**src/rtl/regfile_wb_arbiter.sv**
```systemverilog
// Write-port controller for the 32-entry register file: round-robin writeback arbiter plus busy scoreboard.
// Optional REGFILE_WB_ARB_STATS_EN adds saturating wb_count / conflict_count outputs.
module regfile_wb_arbiter #(
  parameter int DATAWIDTH = 32,
  parameter int NREQ      = 2
) (
  input  logic                      clk,
  input  logic                      rst_n,
  input  logic                      issue_valid,
  input  logic [4:0]                issue_rd,
  input  logic [4:0]                issue_rs1,
  input  logic [4:0]                issue_rs2,
  output logic                      issue_ready,
  output logic                      hazard,
  input  logic [NREQ-1:0]           req_valid,
  input  logic [NREQ*5-1:0]         req_reg,
  input  logic [NREQ*DATAWIDTH-1:0] req_data,
  output logic [NREQ-1:0]           req_ready,
  output logic                      rf_write,
  output logic [4:0]                rf_writeReg,
  output logic [DATAWIDTH-1:0]      rf_writeData,
  output logic [31:0]               busy_mask
`ifdef REGFILE_WB_ARB_STATS_EN
  ,
  output logic [15:0]               wb_count,
  output logic [15:0]               conflict_count
`endif
);

  localparam int PW = (NREQ > 2) ? 2 : 1;

  logic [4:0]           reg_arr  [NREQ];
  logic [DATAWIDTH-1:0] data_arr [NREQ];

  genvar gi;
  generate
    for (gi = 0; gi < NREQ; gi++) begin : g_unpack
      assign reg_arr[gi]  = req_reg[5*gi +: 5];
      assign data_arr[gi] = req_data[DATAWIDTH*gi +: DATAWIDTH];
    end
  endgenerate

  logic [PW-1:0]        ptr_reg;
  logic                 write_reg;
  logic [4:0]           addr_reg;
  logic [DATAWIDTH-1:0] data_reg;
  logic [31:0]          busy_reg, busy_next;

  logic [NREQ-1:0]      grant_vec;
  logic                 grant_any;
  logic [PW-1:0]        grant_idx;
  logic [PW-1:0]        cand;
  logic [PW:0]          sum;
  logic [4:0]           sel_reg;
  logic [DATAWIDTH-1:0] sel_data;

  // Round-robin search from ptr+1, wrapping modulo NREQ; first valid requester wins.
  always_comb begin
    grant_vec = '0;
    grant_any = 1'b0;
    grant_idx = '0;
    cand      = '0;
    sum       = '0;
    sel_reg   = '0;
    sel_data  = '0;
    for (int k = 1; k <= NREQ; k++) begin
      sum = {1'b0, ptr_reg} + (PW+1)'(k);
      if (sum >= (PW+1)'(NREQ))
        sum = sum - (PW+1)'(NREQ);
      cand = sum[PW-1:0];
      if (!grant_any && req_valid[cand]) begin
        grant_any       = 1'b1;
        grant_idx       = cand;
        grant_vec[cand] = 1'b1;
        sel_reg         = reg_arr[cand];
        sel_data        = data_arr[cand];
      end
    end
  end

  assign req_ready = grant_vec;

  always_ff @(posedge clk or negedge rst_n) begin
    if (!rst_n) begin
      ptr_reg   <= PW'(NREQ - 1);
      write_reg <= 1'b0;
      addr_reg  <= '0;
      data_reg  <= '0;
    end else begin
      write_reg <= grant_any && (sel_reg != 5'd0);
      if (grant_any) begin
        ptr_reg  <= grant_idx;
        addr_reg <= sel_reg;
        data_reg <= sel_data;
      end
    end
  end

  assign rf_write     = write_reg;
  assign rf_writeReg  = addr_reg;
  assign rf_writeData = data_reg;

  assign hazard      = busy_reg[issue_rs1] | busy_reg[issue_rs2];
  assign issue_ready = !(busy_reg[issue_rd] && (issue_rd != 5'd0)) && !hazard;

  // Clear on the register-file commit edge; a same-edge issue to that register re-sets it.
  always_comb begin
    busy_next = busy_reg;
    if (write_reg)
      busy_next[addr_reg] = 1'b0;
    if (issue_valid && issue_ready && (issue_rd != 5'd0))
      busy_next[issue_rd] = 1'b1;
    busy_next[0] = 1'b0;
  end

  always_ff @(posedge clk or negedge rst_n) begin
    if (!rst_n)
      busy_reg <= '0;
    else
      busy_reg <= busy_next;
  end

  assign busy_mask = busy_reg;

`ifdef REGFILE_WB_ARB_STATS_EN
  logic [15:0] wb_count_reg;
  logic [15:0] conflict_count_reg;

  always_ff @(posedge clk or negedge rst_n) begin
    if (!rst_n) begin
      wb_count_reg       <= '0;
      conflict_count_reg <= '0;
    end else begin
      if (write_reg && (wb_count_reg != 16'hFFFF))
        wb_count_reg <= wb_count_reg + 16'd1;
      if (($countones(req_valid) >= 2) && (conflict_count_reg != 16'hFFFF))
        conflict_count_reg <= conflict_count_reg + 16'd1;
    end
  end

  assign wb_count       = wb_count_reg;
  assign conflict_count = conflict_count_reg;
`endif

endmodule

```
**config.mk**
```make
export PLATFORM = sky130hd
export DESIGN_NAME = regfile_wb_arbiter
export DESIGN_NICKNAME = d
export VERILOG_FILES = /design/src/rtl/regfile_wb_arbiter.sv
export SDC_FILE = /design/constraint.sdc
export NUM_CORES = 1
export LEC_CHECK = 0
export BUFFER_PORTS_ARGS = -buffer_cell sky130_fd_sc_hd__buf_4
export CAP_MARGIN = 0
export CORE_AREA = 2 2 103 105
export CTS_BUF_LIST = sky130_fd_sc_hd__clkbuf_4 sky130_fd_sc_hd__clkbuf_8
export DETAILED_ROUTE_END_ITERATION = 16
export DIE_AREA = 0 0 105 107
export PLACE_DENSITY = 0.73
export SLEW_MARGIN = 5
export SYNTH_ARGS = -nofsm -noshare
export SYNTH_HDL_FRONTEND = slang
export SYNTH_SLANG_ARGS = --single-unit
```
**constraint.sdc**
```tcl
create_clock -name clk -period 6.9 [get_ports clk]
set_input_delay 1.035 -clock clk [delete_from_list [all_inputs] [get_ports clk]]
set_output_delay 1.035 -clock clk [all_outputs]
set_load 0.05 [all_outputs]
```
==> flow_summary.ini <==
[sta]
holdWs_ns = 0.593
fin_ws_ns = 2.86
finalSetupViolations = 0
worstMarginPinSlew_ns = 0.947
finClkSkew_ns = 0.0121
final.min_clock_period_ns = 4.04
period_share_pct = 58.5
rsz0062_at_grt = no
final_max_slew_viol_count = 0
hold_violations = 0
fmax_mhz = 248
tns_ns = 0
slew_headroom_pct = 36.8

[floorplan]
row_count = 37
start_util_pct = 44.2
dieArea_mm2 = 0.0112
core_mm2 = 0.0101
io_pins = 168
die_h_um = 107
die_w_um = 105

[power]
design_power_total_mw = 2.20
pwr_density_cell_mw_per_mm2 = 373
p_leak_nw = 2.60
ir_drop_mv = 0.261

[global_routing]
grt_pass1_vias = 4539
grt_max_degree = 102
gr-usage-all-layers_pct = 25.6
antenna_found_initial = 0
grt_overflow = 0
grt_pass1_wl_mm = 23.1

[setup_path]
worst-path-buf-inv = 3
critPathCaptureType = primary output
crit_type = in2out
crit_path_frequent_cell = buf_4
cpMaxStageDelayCell = mux4_2
crit_chain = buf_4 -> mux4_2 -> a2bb2oi_1 -> and4b_1 -> a311oi_1 -> nand3_1 -> buf_4 -> nor2_1 -> buf_4
reg2reg_from = busy_mask[18]
slowest_delay_ns = 0.51
start_kind = input port
critPathLaunch = issue_rs2[0]
cp_max_fo = 33
required_ns = 5.86
worst_ep_arrival_time_ns = 3.00
cpLargestDelayFamily = buffers and inverters

[route]
viasPerCell = 5.97
antenna_left = 0
route.detailed.drc = 0
routedWlPerCell_um = 18.3
drt_iter0_drc = 383
finalWirelength_mm = 14.1
vias = 4590
drt_pass1_iterations = 5

[placed_design]
post-place-ws_ns = 2.86
dp_hpwl_mm = 10.1
gp_congestion = 0.949
io_buffers = 166

[logic_synthesis]
netlist_area_mm2 = 0.00446
synth-seq-cells = 70
yosysUniqueCellTypes = 48
netlist_instances = 497
synth_area_per_cell_um2 = 8.98
synth_edf_count = 0
synth_top_flop_cell = dfrtp_1
yosysWarnings = 0
ys_async_sr_fraction_pct = 100
synth-seq-area-share_pct = 39.3
synth_nets = 591

[layout]
fill_cells = 925
antennaDiodeCount = 0
syn_to_final_growth_pct = 32.0
final_common_cell = buf_4
layout_common_cells = buf_4 (169), dfrtp_1 (69), nor2_1 (42)
drive_above_1_share_pct = 34.6
largest_register_ff_count = 32
fin_nets = 723

[clock_tree]
clockBufferDepth = 2
insertion_delay_ns = 0.35
cts_buffers = 9
post_cts_buffers = 0
cts_root_buf = clkbuf_8
postCtsHoldBufs = 0
ctsHtreeMaxLevel = 3
clk_pin_slew_worst_paths_ns = 0.07
clock-sinks = 70
cts_resized = 0
cts_tree = done

[min_path]
hp-class = reg2reg
hp-start = rf_writeData[8]

[status]
status = finished, final reports clean

[flow_run]
cap_violations = 0
==> where the power goes <==
part           leakage [nW]  internal [mW]  switching (mW)
registers             0.816          0.533           0.195
logic                  1.70          0.417           0.747
clock network        0.0879          0.152           0.156
==> worst register-to-register path, stage by stage, from the launching register on <==
cell	delay, ns
dfrtp_1	0.47
mux4_2	0.48
nand2b_1	0.08
a21oi_1	0.09
o41ai_4	0.47
o311ai_4	0.17
buf_4	0.27
o41ai_1	0.40
==> cell families after synthesis <==
family          after synthesis  synth area share [%]
compound gates              181                  26.4
simple gates                123                  13.3
buf+inv                      85                  7.77
flops                        70                  39.3
mux                          37                  13.2
other cells                   1                0.0840
==> cell type report <==
cell class	count	area, um^2	area share, %
clock inverters	3	20.0	0.340
multi-input cells	342	2380	40.4
inverters	37	139	2.36
clock buffers	12	159	2.70
repair buffers	169	1270	21.5
flip-flops and latches	70	1750	29.8
well taps	136	170	2.89
==> synth_stat cells, types with 2 or more instances <==
library cell / count / share of area (%)
buf_2: 4 / 0.45
or3b_2: 2 / 0.39
nand3b_1: 12 / 2.0
o21ai_0: 36 / 4.0
buf_4: 4 / 0.67
buf_1: 5 / 0.42
o31ai_1: 24 / 4.0
o221a_2: 5 / 1.3
nor3_1: 5 / 0.56
nor3b_1: 4 / 0.67
o41ai_1: 3 / 0.59
o22ai_1: 32 / 4.5
mux2_2: 5 / 1.3
a31oi_1: 31 / 4.3
mux4_2: 17 / 8.6
nand2_1: 38 / 3.2
o41ai_2: 2 / 0.73
a21oi_1: 34 / 3.8
mux2i_1: 15 / 3.4
o21a_1: 2 / 0.34
nand2b_1: 2 / 0.28
and3b_1: 2 / 0.39
o32ai_1: 2 / 0.39
clkbuf_1: 34 / 2.9
inv_1: 37 / 3.1
a311oi_1: 2 / 0.39
dfrtp_1: 69 / 39
or4_1: 2 / 0.34
nand3_1: 7 / 0.79
nor2_1: 42 / 3.5
==> metrics by stage <==
stage,cell area [um^2],std cells,utilization (%)
2_1_floorplan,4460,497,-
3_3_place_gp,5710,754,56.6
3_5_place_dp,5710,754,56.6
4_1_cts,5890,769,58.4
5_1_grt,5890,769,58.4
6_report,5890,769,58.4
==> worst paths after layout <==
| path | to | slack (ns) | cells after the start |
|---|---|---|---|
| setup / recovery | issue_ready | 2.86 | 9 |
| hold / removal | rf_writeData[8] | 0.59 | 2 |
| setup reg to reg | busy_mask[22] | 4.36 | 7 |
| hold reg to reg | rf_writeData[8] | 0.59 | 2 |
| max in group asynchronous | rf_writeData[10] | 5.49 | 1 |
| min in group asynchronous | rf_writeData[25] | 0.81 | 1 |
==> routing by layer <==
metal | track usage, % | vias to the layer above | share of wire [%]
met3 | 7.54 | 7 | 10
li1 | - | 2115 | -
met1 | 33.5 | 2224 | 41
met2 | 41.9 | 244 | 48
met4 | 6.38 | 0 | 0.65
met5 | 0 | - | 0
No activity file was read; power rests on OpenSTA's default activity.
